<file path="config.mk">
export PLATFORM = sky130hd
export DESIGN_NAME = clock_divider_multi_flat
export DESIGN_NICKNAME = d
export VERILOG_FILES = /design/src/rtl/clock_divider_pkg.sv /design/src/rtl/clock_divider_multi_if.sv /design/src/rtl/clock_divider_ch.sv /design/src/rtl/clock_divider_multi.sv /design/src/flat_wrapper.sv
export SDC_FILE = /design/constraint.sdc
export NUM_CORES = 1
export LEC_CHECK = 0
export BUFFER_PORTS_ARGS = -buffer_cell sky130_fd_sc_hd__buf_2
export CORE_MARGIN = 2
export CORE_UTILIZATION = 25
export CTS_BUF_LIST = sky130_fd_sc_hd__clkbuf_4 sky130_fd_sc_hd__clkbuf_8
export CTS_CLUSTER_SIZE = 24
export DETAILED_ROUTE_END_ITERATION = 10
export GPL_TIMING_DRIVEN = 0
export SYNTH_ARGS = -nofsm -noshare
export SYNTH_HDL_FRONTEND = slang
export SYNTH_SLANG_ARGS = --single-unit
</file>
<file path="constraint.sdc">
create_clock -name clk -period 11.24 [get_ports clk]
set_input_delay 1.686 -clock clk [delete_from_list [all_inputs] [get_ports clk]]
set_output_delay 1.686 -clock clk [all_outputs]
set_load 0.01 [all_outputs]
</file>
<file path="src/rtl/clock_divider_pkg.sv">
// Shared constants and helpers for the multi-channel clock divider.
package clock_divider_pkg;

    // Divisor every channel starts from after reset.
    localparam int DIV_DEFAULT = 4;

    // Divisors below this value disable a channel (clk_o and tick_o held low).
    localparam int DIS_THRESH = 2;

    // Number of high cycles in a period of length a (the odd cycle goes high).
    function automatic int unsigned ceil_half(input int unsigned a);
        return (a + 32'd1) / 32'd2;
    endfunction

endpackage

</file>
<file path="src/rtl/clock_divider_multi_if.sv">
// Divisor-write handshake between a configuring master and the divider.
interface clock_divider_multi_if #(
    parameter int N_CH  = 4,
    parameter int WIDTH = 8
);
    localparam int CH_W = (N_CH > 1) ? $clog2(N_CH) : 1;

    logic             cfg_valid;
    logic             cfg_ready;
    logic [CH_W-1:0]  cfg_ch;
    logic [WIDTH-1:0] cfg_div;

    modport master (
        output cfg_valid,
        output cfg_ch,
        output cfg_div,
        input  cfg_ready
    );

    modport slave (
        input  cfg_valid,
        input  cfg_ch,
        input  cfg_div,
        output cfg_ready
    );

endinterface

</file>
<file path="src/rtl/clock_divider_ch.sv">
// One divider channel: active/shadow divisor, period counter, registered clock and tick.
// A new divisor waits in the shadow register and only becomes active at a period
// boundary (wrap), on the next edge when the channel is disabled, or on sync.
module clock_divider_ch
    import clock_divider_pkg::*;
#(
    parameter int WIDTH       = 8,
    parameter int DEFAULT_DIV = DIV_DEFAULT
) (
    input  logic             clk,
    input  logic             rstn,
    input  logic             wr_en,
    input  logic [WIDTH-1:0] wr_div,
    input  logic             sync,
    output logic             clk_o,
    output logic             tick_o,
    output logic             pending
);

    logic [WIDTH-1:0] act;
    logic [WIDTH-1:0] shadow;
    logic [WIDTH-1:0] cnt;
    logic [WIDTH-1:0] cnt_next;
    logic [WIDTH-1:0] half;
    logic [WIDTH-1:0] next_act;
    logic             enabled;
    logic             wrap;
    logic             apply;

    // Period bookkeeping and the decision whether this edge is an apply point.
    always_comb begin
        enabled  = (act >= WIDTH'(DIS_THRESH));
        wrap     = enabled && (cnt == (act - WIDTH'(1)));
        apply    = sync || (pending && (wrap || !enabled));
        next_act = (apply && pending) ? shadow : act;
        cnt_next = wrap ? '0 : (cnt + WIDTH'(1));
        half     = WIDTH'(ceil_half(32'(act)));
    end

    // Channel state; outputs come straight from flops so they cannot glitch.
    always_ff @(posedge clk or negedge rstn) begin
        if (!rstn) begin
            act     <= WIDTH'(DEFAULT_DIV);
            shadow  <= WIDTH'(DEFAULT_DIV);
            pending <= 1'b0;
            cnt     <= '0;
            clk_o   <= 1'b0;
            tick_o  <= 1'b0;
        end else begin
            if (apply) begin
                // Restart at phase 0; the first cycle of an enabled period is high and ticks.
                act     <= next_act;
                pending <= 1'b0;
                cnt     <= '0;
                clk_o   <= (next_act >= WIDTH'(DIS_THRESH));
                tick_o  <= (next_act >= WIDTH'(DIS_THRESH));
            end else if (enabled) begin
                cnt    <= cnt_next;
                clk_o  <= (cnt_next < half);
                tick_o <= (cnt_next == '0);
            end else begin
                cnt    <= '0;
                clk_o  <= 1'b0;
                tick_o <= 1'b0;
            end
            // A write landing on an apply edge only loads the shadow; it waits for the next one.
            if (wr_en) begin
                shadow  <= wr_div;
                pending <= 1'b1;
            end
        end
    end

endmodule

</file>
<file path="src/rtl/clock_divider_multi.sv">
// N_CH independent runtime-programmable clock dividers sharing one system clock.
// Writes to a channel are refused while that channel still holds an unapplied divisor;
// channel numbers beyond N_CH are accepted and dropped.
module clock_divider_multi
    import clock_divider_pkg::*;
#(
    parameter int N_CH        = 4,
    parameter int WIDTH       = 8,
    parameter int DEFAULT_DIV = DIV_DEFAULT
) (
    input  logic                  clk,
    input  logic                  rstn,
    clock_divider_multi_if.slave  cfg,
    input  logic                  sync_i,
    output logic [N_CH-1:0]       clk_o,
    output logic [N_CH-1:0]       tick_o,
    output logic [N_CH-1:0]       pending_o
);

    localparam int CH_W = (N_CH > 1) ? $clog2(N_CH) : 1;

    logic            ready;
    logic [N_CH-1:0] wr_en;

    // Channel decode: ready reflects the addressed channel, out-of-range reads as ready.
    always_comb begin
        ready = 1'b1;
        wr_en = '0;
        for (int i = 0; i < N_CH; i++) begin
            if (cfg.cfg_ch == CH_W'(i)) begin
                ready = !pending_o[i];
            end
        end
        for (int i = 0; i < N_CH; i++) begin
            wr_en[i] = cfg.cfg_valid && ready && (cfg.cfg_ch == CH_W'(i));
        end
    end

    assign cfg.cfg_ready = ready;

    for (genvar g = 0; g < N_CH; g++) begin : g_ch
        clock_divider_ch #(
            .WIDTH       (WIDTH),
            .DEFAULT_DIV (DEFAULT_DIV)
        ) u_ch (
            .clk     (clk),
            .rstn    (rstn),
            .wr_en   (wr_en[g]),
            .wr_div  (cfg.cfg_div),
            .sync    (sync_i),
            .clk_o   (clk_o[g]),
            .tick_o  (tick_o[g]),
            .pending (pending_o[g])
        );
    end

endmodule

</file>
<file path="src/flat_wrapper.sv">
// flat-port wrapper written by rule: the top's interface ports become plain ports
module clock_divider_multi_flat import clock_divider_pkg::*;
#(
    parameter int N_CH        = 4,
    parameter int WIDTH       = 8,
    parameter int DEFAULT_DIV = DIV_DEFAULT
)
  (clk, rstn, sync_i, clk_o, tick_o, pending_o, cfg_cfg_valid, cfg_cfg_ch, cfg_cfg_div, cfg_cfg_ready);
  clock_divider_multi_if #(.N_CH(N_CH), .WIDTH(WIDTH)) cfg_i ();
  input  logic clk;
  input  logic rstn;
  input  logic sync_i;
  output logic [N_CH-1:0] clk_o;
  output logic [N_CH-1:0] tick_o;
  output logic [N_CH-1:0] pending_o;
  input wire logic [$bits(cfg_i.cfg_valid)-1:0] cfg_cfg_valid;
  input wire logic [$bits(cfg_i.cfg_ch)-1:0] cfg_cfg_ch;
  input wire logic [$bits(cfg_i.cfg_div)-1:0] cfg_cfg_div;
  output wire logic [$bits(cfg_i.cfg_ready)-1:0] cfg_cfg_ready;
  assign cfg_i.cfg_valid = cfg_cfg_valid;
  assign cfg_i.cfg_ch = cfg_cfg_ch;
  assign cfg_i.cfg_div = cfg_cfg_div;
  assign cfg_cfg_ready = cfg_i.cfg_ready;
  clock_divider_multi #(.N_CH(N_CH), .WIDTH(WIDTH), .DEFAULT_DIV(DEFAULT_DIV)) u_core (.clk(clk), .rstn(rstn), .cfg(cfg_i), .sync_i(sync_i), .clk_o(clk_o), .tick_o(tick_o), .pending_o(pending_o));
endmodule
</file>
==> Yosys cells after proc, flatten, opt, wreduce, memory -nomap -nowiden <==
Index checks and enable logic that the tools add are counted.
{ "word_totals": {"register_bits": 108, "n_memories": 0, "output_inout_bits": 13, "latch_bits": 0, "elab_cells": 141, "mem_bits_rw": 0, "romBits": 0, "in_bits": 14} }
{ "op_classes": {"eq_ne": 7, "bitwise_logic": 0, "div": 0, "n_mul": 0, "shift": 0, "n_addsub": 12, "n_lt_le_gt_ge": 12, "reduce_logical": 42, "mux": 44} }
{ "op_table": {"columns": ["op", "n"], "rows": [
  ["$mux W8", 16],
  ["$ge A8 B2 Y1 const B", 8],
  ["$add A8 B1 Y9 const B", 4],
  ["$add A8 B1 Y8 const B", 4],
  ["$eq A8 B8 Y1", 4],
  ["$logic_not A8 Y1", 4],
  ["$lt A8 B8 Y1", 4],
  ["$sub A8 B1 Y8 const B", 4],
  ["$mux W1", 28],
  ["$logic_and A1 B1 Y1", 17],
  ["$logic_not A1 Y1", 8],
  ["$logic_or A1 B1 Y1", 8],
  ["$reduce_bool A2 Y1", 4],
  ["$eq A2 B2 Y1 const B", 2],
  ["$eq A2 B1 Y1 const B", 1],
  ["$logic_not A2 Y1", 1]
]} }

==> Depth between registers and ports, before layout <==
{ "depth": {"word_depth": 10, "depth_mapped": 18, "mapped_depth_nobuf": 16} }

==> Modules after synthesis <==
A second synthesis with hierarchy kept.
{ "unflattened": {"hier_cells": 725, "area_unflattened_um2": 7403.4} }
{ "modules_own_cells": {"columns": ["mod", "instances", "cells_per_inst", "seq_area_each_um2", "area_per_inst_um2"], "rows": [
  ["clock_divider_ch at u_core.g_ch[0].u_ch ...", 3, 180, 678.2, 1858.0],
  ["clock_divider_ch at u_core.g_ch[2].u_ch", 1, 178, 678.2, 1767.9],
  ["clock_divider_multi", 1, 7, 0.0, 61.3]
]} }

==> Least setup slack after synthesis <==
No wires, ideal clock.
{ "synth_timing": {"path_type": "in2out", "startpoint": "in cfg_cfg_ch[0]", "endpoint": "out cfg_cfg_ready", "arrival_ns": 2.247, "required_ns": 9.554, "stages": 2, "n_path_buf": 0, "setup_slack_ns": 7.307, "cell_sequence": "mux4_2 -> inv_1"} }
{ "synth_between": {"elab_chain_cells": 5, "word_cells_on_any_way": 8, "classes_between": "eq/ne: 3; mux: 4; reduce/logical: 1"} }
{ "synth_lines": {"columns": ["element", "line", "source"], "rows": [
  ["start, declared", "flat_wrapper.sv:17", "input wire logic [$bits(cfg_i.cfg_ch)-1:0] cfg_cfg_ch;"],
  ["$logic_not A2 Y1", "clock_divider_multi.sv:30", "if (cfg.cfg_ch == CH_W'(i)) begin"],
  ["$mux W1 (3 in series)", "clock_divider_multi.sv:30", null],
  ["$mux W1 (*)", "clock_divider_multi.sv:30", null],
  ["end, declared", "flat_wrapper.sv:19", "output wire logic [$bits(cfg_i.cfg_ready)-1:0] cfg_cfg_ready;"]
]} }
Mark *: on every way between the ends. The rest lies on a longest branch, timed or not.

==> Worst setup path after layout <==
Ends and elaborated chain as after synthesis.

==> reports/results.tsv <==
stage	metric	value	unit
setup_path	start_kind	input pin	
routing	vias	5489	
setup_path	setup.worst_path.start	cfg_cfg_ch[0]	
timing	drv_slew	0	
routing	ant_nets	0	
global_route	grt_pass1_vias	5476	
final_layout	fillers	3059	
floorplanning	die_x	174.4	µm
floorplanning	io_pins	27	
setup_path	worstPathRequired	9.55	ns
global_route	grt_pass1_wl	28.15	mm
timing	setup_slack	6.904	ns
setup_path	rrSetupSlack	6.95	ns
timing	fin_crit	4.336	ns
logic_synthesis	synthMuxAreaShare	9.755	%
final_layout	diodes	0	
logic_synthesis	yosysSeqAreaShare	37.37	%
run	maxCapViolCount	0	
clock_tree	post_cts_resized	0	
logic_synthesis	ys_async_sr_fraction	100.0	%
floorplanning	core_area	0.02863	mm²
clock_tree	clkLatencyLatePin	0.40	ns
clock_tree	cts-root-buf	clkbuf_8	
power	total_power	1.683	mW
logic_synthesis	synth_cells	764	
timing	rsz0062_at_grt	false	
clock_tree	cts_hold_buf	0	
setup_path	path_buf_inv	3	
global_route	grt_usage	11.42	%
power	leakagePower	3.412	nW
logic_synthesis	ys.flop_type	dfrtp_1	
setup_path	slowest_delay	0.58	ns
clock_tree	path_clk_slew	0.10	ns
logic_synthesis	yosys.area_share.simple	19.51	%
setup_path	end_kind	output pin	
final_layout	syn_to_final_growth	11.77	%
setup_path	cp.arrival	2.65	ns
clock_tree	numCtsBuffers	9	
place	io_buffer_count	26	
place	dp_hpwl	12.44	mm
setup_path	worstPathMaxFanout	5	
routing	detail_route.wl_per_cell	14.04	µm
logic_synthesis	synth-adder-area-share	7.584	%
place	post-place-ws	6.902	ns
setup_path	critPathTopFamily	multiplexers	
logic_synthesis	synth_compound_area_share	9.997	%
setup_path	crit_chain	buf_2 -> mux4_2 -> inv_1 -> buf_2	
clock_tree	cts_tree	yes	
logic_synthesis	synth_top_family_by_area	simple AND/OR/NAND/NOR gates	
routing	drc	0	
timing	finalClockSkew	0.01204	ns
final_layout	nNetsFinal	861	
timing	holdWs	0.5162	ns
logic_synthesis	synth-seq-cells	108	
logic_synthesis	synth-xor-area-share	10.62	%
clock_tree	cts_buffer_depth	2	
clock_tree	clkSinkCount	108	
logic_synthesis	syn_area	0.007259	mm²
final_layout	drive_above_1_share	17.47	%
setup_path	critPathKind	input pin to output pin	
global_route	grt_antenna_before_repair	0	
timing	slew_headroom	17.74	%
floorplanning	die_area	0.03042	mm²
floorplanning	die_y	174.4	µm
hold_path	min_from	u_core.g_ch[2].u_ch.shadow[1]	
power	p_per_area	207.4	mW/mm²
global_route	overflow	0	
logic_synthesis	syn_avg_cell_area	9.502	µm²
hold_path	hold_path.class	flop to flop	
timing	finalHoldViolCount	0	
floorplanning	row_count	62	
logic_synthesis	yosysMostFrequentCell	dfrtp_1	
power	ir_worst_vdd	0.06897	mV
logic_synthesis	synth_edf_count	0	
routing	drtIter0Drc	383	
timing	worst_slew_pin_slew	1.225	ns
routing	wirelength	16.72	mm
timing	max_freq	0.2306	GHz
floorplanning	initial_utilization	25.36	%
place	place.gp.congestion	0.8369	
routing	dr.pass1.iters	4	
logic_synthesis	synth_fp_nets	822	
logic_synthesis	yosys_warnings	0	
timing	setup_viol	0	
logic_synthesis	yosysTopAreaCellShare	34.47	%
routing	via_per_inst	4.609	
logic_synthesis	yosys-top-cells-count	100 x dfrtp_1, 84 x nor2_1, 59 x mux2_2	
setup_path	worst_path_most_repeated_cell	buf_2	
logic_synthesis	synth_top_area_cell	dfrtp_1	
setup_path	cpMaxStageDelayCell	mux4_2	
timing	fin_crit_sh	38.58	%
logic_synthesis	ys_types	69	
setup_path	rr_startpoint	u_core.g_ch[3].u_ch.act[1]	
global_route	grt_max_degree	92	
outcome	status	completed	
clock_tree	h-tree-depth	3	
clock_tree	post_cts_buffers	0	
timing	fin_setup_tns	0	ns
logic_synthesis	synth.top_cells.by_area	dfrtp_1 34%, mux2_2 9.2%, ha_1 7.6%	
-- where the power goes --
group / switching, mW / internal (mW)
clock: 0.149 / 0.104
combinational: 0.450 / 0.383
sequential: 0.0938 / 0.503
-- worst paths after layout --
check,end,cells after the start
setup / recovery,cfg_cfg_ready,4
hold / removal,u_core.g_ch[2].u_ch.act[1],2
setup reg to reg,u_core.g_ch[3].u_ch.clk_o,17
hold reg to reg,u_core.g_ch[2].u_ch.act[1],2
max in group asynchronous,u_core.g_ch[2].u_ch.act[2],2
min in group asynchronous,u_core.g_ch[1].u_ch.tick_o,1
-- through the flow --
stage               std cells  util (%)  area, µm²
floorplan                 764         -       7259
global placement         1174     27.49       7870
detailed placement       1176     27.66       7918
CTS                      1191     28.35       8114
global route             1191     28.35       8114
finish                   1191     28.35       8114
-- state kept, by name, indices dropped and copies added (netlist names) --
| register | cells |
|---|---|
| u_core.g_ch.u_ch.act | 32 |
| u_core.g_ch.u_ch.cnt | 32 |
| u_core.g_ch.u_ch.shadow | 32 |
| u_core.g_ch.u_ch.clk_o | 4 |
| u_core.g_ch.u_ch.pending | 4 |
| u_core.g_ch.u_ch.tick_o | 4 |
-- layer usage --
layer / GRT usage [%] / part of all wire (%) / wire, µm
met1: 16.18 / 51 / 8537
met2: 17.82 / 45 / 7447
met3: 2.603 / 3.7 / 611
met4: 2.206 / 0.72 / 121
met5: 0 / 0 / 0
-- layout by cell type (no fill, tap or decap), types with 6 or more instances in the layout --
cell / n
xnor2_1: 52
buf_4: 13
or3_1: 8
nor2b_1: 10
dfrtp_1: 100
o21ai_0: 20
nand2_1: 37
a21o_1: 6
dfstp_2: 8
nor3_1: 31
ha_1: 44
a31oi_1: 9
nand4_1: 11
xor2_1: 36
a211o_1: 7
clkbuf_1: 38
and2_1: 7
buf_2: 27
a21oi_1: 13
inv_1: 23
nor4_1: 7
and3_1: 13
nor2_1: 84
mux2_2: 59
nand3_1: 45
clkbuf_8: 9
-- logic make-up after synthesis --
kind of cell | after synthesis
flops | 108
simple gates | 281
mux | 62
buf+inv | 81
xor+xnor | 88
fa+ha+maj | 44
compound gates | 100
-- area by class of cell --
type                       count  area (µm²)  area share (%)
inverter                      24       90.09           1.110
buffer                        57       285.3           3.516
multi-input combinational    575        4178           51.49
clock buffer                   9       123.9           1.527
timing repair buffer          28       171.4           2.113
tap                          384       480.5           5.921
sequential                   108        2713           33.43
clock inverter                 6       72.57          0.8944
-- tightest hold or removal path, delay by kind of cell (launching register included) --
| kind | cells | cell delay [ns] |
|---|---|---|
| flops | 1 | 0.38 |
| compound gates | 1 | 0.06 |
| simple gates | 1 | 0.05 |
Note: power is estimated with default switching activity, not from simulation.
